`config.mk`:
```
export PLATFORM = sky130hd
export DESIGN_NAME = axi_mst_wr_scheduler
export DESIGN_NICKNAME = d
export VERILOG_FILES = /design/src/rtl/axi_mst_wr_scheduler.sv
export SDC_FILE = /design/constraint.sdc
export NUM_CORES = 1
export LEC_CHECK = 0
export CORE_ASPECT_RATIO = 1.2
export CORE_MARGIN = 2
export CORE_UTILIZATION = 46
export CTS_CLUSTER_SIZE = 24
export DETAILED_ROUTE_END_ITERATION = 7
export PLACE_DENSITY_LB_ADDON = 0.25
export SLEW_MARGIN = 5
export SYNTH_ARGS = -nofsm -noshare
export SYNTH_HDL_FRONTEND = slang
export SYNTH_SLANG_ARGS = --single-unit
```
`constraint.sdc`:
```
create_clock -name aclk -period 10.8 [get_ports aclk]
set_input_delay 1.08 -clock aclk [delete_from_list [all_inputs] [get_ports aclk]]
set_output_delay 1.08 -clock aclk [all_outputs]
set_load 0.02 [all_outputs]
```
`src/rtl/axi_mst_wr_scheduler.sv`:
```
// AW-channel write scheduler: splits one multi-beat command into INCR bursts (<=16 beats, no 4 KB crossing),
// allocates AXI IDs, bounds bursts in flight and retires them on B responses.
module axi_mst_wr_scheduler #(
    parameter int         AXI_ADDR_W      = 32,
    parameter int         AXI_ID_W        = 4,
    parameter logic [1:0] MST_ID_MASK     = 2'b01,
    parameter int         MST_OSTDREQ_NUM = 4,
    parameter int         MAX_BURST       = 16
) (
    input  logic                               aclk,
    input  logic                               srst,
    input  logic                               cmd_valid,
    output logic                               cmd_ready,
    input  logic [AXI_ADDR_W-1:0]              cmd_addr,
    input  logic [11:0]                        cmd_beats,
    output logic                               awvalid,
    input  logic                               awready,
    output logic [AXI_ADDR_W-1:0]              awaddr,
    output logic [7:0]                         awlen,
    output logic [2:0]                         awsize,
    output logic [1:0]                         awburst,
    output logic [AXI_ID_W-1:0]                awid,
    input  logic                               bvalid,
    input  logic                               bready,
    input  logic [AXI_ID_W-1:0]                bid,
    input  logic [1:0]                         bresp,
    output logic [$clog2(MST_OSTDREQ_NUM):0]   ostd_cnt,
    output logic                               busy,
    output logic                               done,
    output logic                               resp_err
);

    localparam int LID_W  = AXI_ID_W - 2;
    localparam int NID    = 1 << LID_W;
    localparam int OSTD_W = $clog2(MST_OSTDREQ_NUM) + 1;
    localparam logic [OSTD_W-1:0] OSTD_MAX = OSTD_W'(MST_OSTDREQ_NUM);
    localparam logic [12:0]       MAXB     = 13'(MAX_BURST);

    typedef enum logic [1:0] {S_IDLE, S_SPLIT, S_ISSUE, S_DRAIN} state_t;

    state_t                  state_q, state_d;
    logic [AXI_ADDR_W-1:0]   addr_q, addr_d;
    logic [11:0]             rem_q, rem_d;
    logic [7:0]              len_q, len_d;
    logic [NID-1:0]          inuse_q, inuse_d;
    logic [OSTD_W-1:0]       ostd_q, ostd_d;
    logic                    err_q, err_d;
    logic                    pend_q, pend_d;
    logic [LID_W-1:0]        id_q, id_d;

    logic                    free_found;
    logic [LID_W-1:0]        free_id, id_sel, b_lid;
    logic                    aw_fire, b_hit, b_ret;
    logic [12:0]             to_4k, beats_new;
    logic [11:0]             beats_cur;

    // Lowest free ID from the registered in-use vector; same-cycle B frees show up next cycle.
    always_comb begin
        free_found = 1'b0;
        free_id    = '0;
        for (int i = NID - 1; i >= 0; i--) begin
            if (!inuse_q[i]) begin
                free_found = 1'b1;
                free_id    = LID_W'(i);
            end
        end
    end

    always_comb begin
        to_4k     = 13'h1000 - {1'b0, addr_q[11:0]};
        beats_new = MAXB;
        if ({1'b0, rem_q} < beats_new) beats_new = {1'b0, rem_q};
        if ({2'b00, to_4k[12:2]} < beats_new) beats_new = {2'b00, to_4k[12:2]};
        beats_cur = 12'(len_q) + 12'd1;
    end

    always_comb begin
        state_d   = state_q;
        addr_d    = addr_q;
        rem_d     = rem_q;
        len_d     = len_q;
        inuse_d   = inuse_q;
        ostd_d    = ostd_q;
        err_d     = err_q;
        pend_d    = pend_q;
        id_d      = id_q;
        cmd_ready = 1'b0;
        awvalid   = 1'b0;
        done      = 1'b0;
        aw_fire   = 1'b0;
        b_ret     = 1'b0;
        id_sel    = pend_q ? id_q : free_id;
        b_lid     = bid[LID_W-1:0];
        b_hit     = bvalid && bready && (bid[AXI_ID_W-1 -: 2] == MST_ID_MASK);

        unique case (state_q)
            S_IDLE: begin
                cmd_ready = !srst;
                if (cmd_valid && !srst) begin
                    addr_d  = cmd_addr & ~AXI_ADDR_W'(3);
                    rem_d   = cmd_beats;
                    err_d   = (cmd_beats == 12'd0);
                    state_d = (cmd_beats == 12'd0) ? S_DRAIN : S_SPLIT;
                end
            end
            S_SPLIT: begin
                len_d   = 8'(beats_new - 13'd1);
                state_d = S_ISSUE;
            end
            S_ISSUE: begin
                // Once offered, the burst (and its ID) is held until accepted.
                awvalid = pend_q || (free_found && (ostd_q < OSTD_MAX));
                if (awvalid && awready) begin
                    aw_fire         = 1'b1;
                    pend_d          = 1'b0;
                    inuse_d[id_sel] = 1'b1;
                    addr_d          = addr_q + AXI_ADDR_W'({beats_cur, 2'b00});
                    rem_d           = rem_q - beats_cur;
                    state_d         = (rem_q == beats_cur) ? S_DRAIN : S_SPLIT;
                end else if (awvalid) begin
                    pend_d = 1'b1;
                    id_d   = id_sel;
                end
            end
            S_DRAIN: begin
                if (inuse_q == '0) begin
                    done    = 1'b1;
                    state_d = S_IDLE;
                end
            end
            default: state_d = S_IDLE;
        endcase

        if (b_hit) begin
            if (inuse_q[b_lid]) begin
                inuse_d[b_lid] = 1'b0;
                b_ret          = 1'b1;
                if (bresp != 2'b00) err_d = 1'b1;
            end else begin
                err_d = 1'b1;
            end
        end

        if (aw_fire && !b_ret)      ostd_d = ostd_q + 1'b1;
        else if (!aw_fire && b_ret) ostd_d = ostd_q - 1'b1;
    end

    always_ff @(posedge aclk) begin
        if (srst) begin
            state_q <= S_IDLE;
            addr_q  <= '0;
            rem_q   <= '0;
            len_q   <= '0;
            inuse_q <= '0;
            ostd_q  <= '0;
            err_q   <= 1'b0;
            pend_q  <= 1'b0;
            id_q    <= '0;
        end else begin
            state_q <= state_d;
            addr_q  <= addr_d;
            rem_q   <= rem_d;
            len_q   <= len_d;
            inuse_q <= inuse_d;
            ostd_q  <= ostd_d;
            err_q   <= err_d;
            pend_q  <= pend_d;
            id_q    <= id_d;
        end
    end

    assign awaddr   = addr_q;
    assign awlen    = len_q;
    assign awsize   = 3'b010;
    assign awburst  = 2'b01;
    assign awid     = awvalid ? {MST_ID_MASK, id_sel} : '0;
    assign ostd_cnt = ostd_q;
    assign busy     = (state_q != S_IDLE);
    assign resp_err = err_q;

endmodule

```
== Word level (Yosys, flattened, before mapping) ==
Cells that the tools add are included.
Cells by class
  order comparisons: 7
  mux-type cells: 51
  reduce and logical (&&, ||, !) cells: 25
  $add $sub $neg: 7
  bitwise operators: 4
  equality and inequality tests: 8
Operators by type and width (count)
  $mux 32: 2
  $pmux 32 s2: 1
  $mux 12: 3
  $add 32x11->32: 1
  $pmux 12 s2: 1
  $mux 1: 22
  $mux 2: 10
  $mux 4: 4
  $sub 13x12->13 const A: 1
  $eq 12x9->1: 1
  $logic_not 12->1: 1
  $lt 11x12->1: 1
  $lt 12x5->1 const B: 1
  $sub 12x9->12: 1
  $reduce_bool 2->1: 5
  $add 8x1->9 const B: 1
  $logic_and 1x1->1: 9
  $mux 3: 3
  $reduce_and 3->1: 3
  $mux 8: 1
  $pmux 2 s4: 1
  $sub 8x1->8 const B: 1
  $lt 2x3->1 const B: 2
  $ne 2x2->1 const B: 3
  other kinds (17): 23
Word-level totals
  register bits: 65
  input bits: 56
  output and inout port bits: 57
  logic and storage cells: 111

== Longest topological paths before layout ==
  depth after elaboration: 15
  depth in mapped cells: 18
  mapped depth without buffers: 17

== Worst setup path after synthesis ==
Ideal clock, no wire load.
  path kind: reg2reg
  start point: register rem_q[5]
  end point: register len_q[4] (netlist: awlen[4])
  library setup time: 69 ps
  data arrival time: 3567 ps
  data required time: 10731 ps
  setup slack: 7164 ps
  stages on the path, launching flop included: 18
  buffers on the path: 2
  cell sequence: dfxtp_1 -> or4_1 -> nor3_2 -> buf_2 -> nand2_1 -> ha_1 -> o21ai_0 -> o2bb2ai_1 -> a2111o_1 -> o211ai_2 -> buf_6 -> mux2_2 -> ha_1 -> nand2_1 -> nor2_1 -> xnor2_1 -> or4_1 -> o21ai_1
On the way
  longest elaborated chain between the ends: 5
Ends and longest elaborated chain
  from (decl): RTL line 43  | logic [11:0] rem_q, rem_d;
  from (signal assigned): RTL line 162  | rem_q <= rem_d;
  $lt 12x5->1: RTL line 72  | if ({1'b0, rem_q} < beats_new) beats_new = {1'b0, rem_q};
  $mux 12 (*): RTL line 72
  $lt 11x12->1: RTL line 73  | if ({2'b00, to_4k[12:2]} < beats_new) beats_new = {2'b00, to_4k[12:2]};
  $mux 8 (*): RTL line 73
  $sub 8x1->8 (*): RTL line 107  | len_d = 8'(beats_new - 13'd1);
  to (signal assigned): RTL line 163  | len_q <= len_d;
  to (decl): RTL line 44  | logic [7:0] len_q, len_d;
Mark *: on every way between the ends. The rest lies on a longest branch, timed or not.
A chain may end at the register's enable or synchronous reset.

== Worst setup path in the final report ==
Ends and elaborated chain as after synthesis.

==> flow_summary.yaml <==
outcome:
  status: "complete, no violations"
clock_network:
  cts.clk_slew.worst_paths_ns: 0.06
  cts-resized-gates: 0
  post_cts_buffers: 0
  cts-root-buf: "clkbuf_16"
  clk_path_buf_depth: 2
  h-tree-depth: 3
  clk_latency_ns: 0.33
  postCtsHoldBufs: 0
  cts_tree: "yes"
  cts.sinks: 63
  cts_made_buffers: 9
logic_synthesis:
  synth.area.top_cells: "dfxtp_1, ha_1, nand2_1"
  yosysWarnings: 0
  synth.most_common_cell: "nand2_1"
  yosysTopAreaCell: "dfxtp_1"
  yosysTopAreaCellShare_pct: 25.4
  ys_ff_latch: 63
  synth_edf_count: 0
  avgSynthCellArea_sq_um: 7.51
  synth_top_cells_by_count: "nand2_1, dfxtp_1, nor2_1"
  syn-cell-area_sq_mm: 0.00497
  async_reset_ff_share_pct: 0
  synth-seq-area-share_pct: 25.4
  synth_cell_type_count: 66
  synthFlopType: "dfxtp_1"
  syn_inst: 662
grt:
  grtUsageTotal_pct: 25.2
  grt_max_degree: 51
  grt_pass1_wl_um: 24300
  grt.overflow.total: 0
  antenna_found_initial: 0
  grt_pass1_vias: 5067
route:
  first_pass_iters: 5
  dr.first_iter.drc_count: 274
  drc: 0
  topRoutingLayerUsed: "met4"
  wl_per_cell_um: 17.2
  wl_met2_um: 7110
  wl_met3_um: 1040
  drt-met1-wl_um: 6480
  via_count: 5356
  via_per_inst: 6.09
  wl_um: 15100
  ant_nets: 0
timing:
  hold_viol: 0
  timing.final.crit_share_pct: 38.6
  holdWs_ns: 0.486
  rsz0062_at_grt: "false"
  timing.final.max_slew_violations: 0
  timing.fmax_mhz: 240
  skew_ns: 0.00558
  tightest_slew_ns: 0.787
  setup_viol_count_final: 0
  fin_setup_tns_ns: 0
  relSlewSlack_pct: 47.5
  fin_crit_ns: 4.17
setup_path:
  path_max_fanout: 11
  critical_path_class: "register to register"
  r2r_cells: 15
  worstPathArrival_ns: 4.44
  start_kind: "register"
  end_kind: "register"
  worstReg2RegEnd: "awlen[4]"
  required_ns: 11.07
  r2r_start: "rem_q[5]"
  rrSetupSlack_ns: 6.63
place:
  placed_area_sq_mm: 0.00602
  port_buffers: 102
  gp_congestion: 0.921
  dpl.hpwl_um: 10900
flow_run:
  drv_cap: 0
min_path:
  hold_depth: 2
  min_path_type: "register to register"
  holdPathEnd: "rem_q[7]"
  worstHoldStart: "rem_q[7]"
layout:
  fin_util_pct: 60.3
  nets: 837
  area_delta_synth_final_pct: 27.5
  drive_above_1_share_pct: 5.06
  n_antenna_cell: 0
  finalInstanceArea_sq_mm: 0.00634
  fillers: 961
floorplanning:
  core_area_sq_mm: 0.0105
  rows: 41
  pin_count: 113
  die-area_sq_mm: 0.0117
  die_height_um: 118
  die_x_um: 98.9
  start_util_pct: 47.3
pwr:
  leakage_nw: 2.40
  peakVddDrop_uv: 85.3
  powerDensity_mw_per_mm2: 146
[critical path, stage by stage, from the launching register on]
cell	delay, ns
dfxtp_1	0.33
or4_1	0.54
nor3_2	0.53
nand2_1	0.17
ha_1	0.30
o21ai_0	0.07
o2bb2ai_1	0.12
a2111o_1	0.39
o211ai_2	0.24
mux2_2	0.42
ha_1	0.24
nand2_1	0.09
nor2_1	0.05
xnor2_1	0.14
or4_1	0.39
o21ai_1	0.08
[registers in the layout (all words and copies together) (netlist names)]
name and count:
awlen 8, id_q 2, rem_q 12, ostd_cnt 3
inuse_q 4, pend_q 1, state_q 2, awaddr 30
resp_err 1
[area by class of cell]
cell class	count	area [sq um]	area share (%)
multi-input combinational	536	3430	54.1
sequential	63	1260	19.9
timing repair buffer	108	1060	16.7
clock inverter	7	96.3	1.52
clock buffer	9	225	3.55
inverter	28	105	1.66
tap	129	161	2.55
[power breakdown]
part           switching (mW)  leakage (nW)  internal, mW  total, mW
clock                   0.115         0.148         0.202      0.317
sequential             0.0277         0.515         0.251      0.278
combinational           0.184          1.73         0.145      0.329
total                   0.327          2.40         0.598      0.925
[logic make-up (layout without fill, tap and decap cells)]
| kind of cell | Yosys count | after routing | share of synthesized area, % |
|---|---|---|---|
| xor+xnor | 31 | 31 | 5.46 |
| buf+inv | 75 | 152 | 6.67 |
| compound gates | 179 | 179 | 24.1 |
| other cells | 2 | 14 | 0.151 |
| fa+ha+maj | 35 | 35 | 9.26 |
| mux | 12 | 12 | 2.77 |
| simple gates | 265 | 265 | 26.2 |
| flops | 63 | 63 | 25.4 |
[per-stage QoR]
step | setup slack, ns | cells | total power [mW]
2_1_floorplan | 7.16 | 674 | 0.509
3_3_place_gp | 6.68 | 864 | 0.598
3_5_place_dp | 6.65 | 864 | 0.606
4_1_cts | 6.63 | 880 | 0.925
5_1_grt | 6.26 | 880 | 0.975
6_report | 6.63 | 880 | 0.925
[metal layers]
layer | global-route usage [%] | vias to the layer above
li1 | - | 2575
met1 | 32.7 | 2511
met2 | 40.2 | 228
met3 | 4.87 | 42
met4 | 11.7 | 0
met5 | 0 | -
[cell usage in the layout, fill, tap and decap left out, types with 5 or more instances in the layout]
cell	count
nor3_1	20
o21ai_0	31
nand2b_1	5
xnor2_1	20
nand2_1	85
buf_4	6
a211oi_1	12
o211ai_1	6
a31oi_1	16
nor2_1	58
inv_1	27
nand3_1	22
a311oi_1	18
clkdlybuf4s50_1	101
a22oi_1	5
mux2i_1	7
a21oi_1	40
xor2_1	11
nor4_1	13
nand4_1	6
dfxtp_1	63
and2_1	7
clkbuf_16	9
conb_1	14
a21o_1	9
ha_1	32
and3_1	9
or4_1	7
[worst max-delay path by stage]
stage,to,from,depth (start not counted)
detailed placement,awlen[4],rem_q[5],15
finish,awlen[4],rem_q[5],15
floorplan,awlen[4],rem_q[5],17
global route,awlen[6],rem_q[5],16
global placement,awlen[4],rem_q[5],15
CTS,awlen[4],rem_q[5],15
Note: power is estimated with default switching activity, not from simulation.
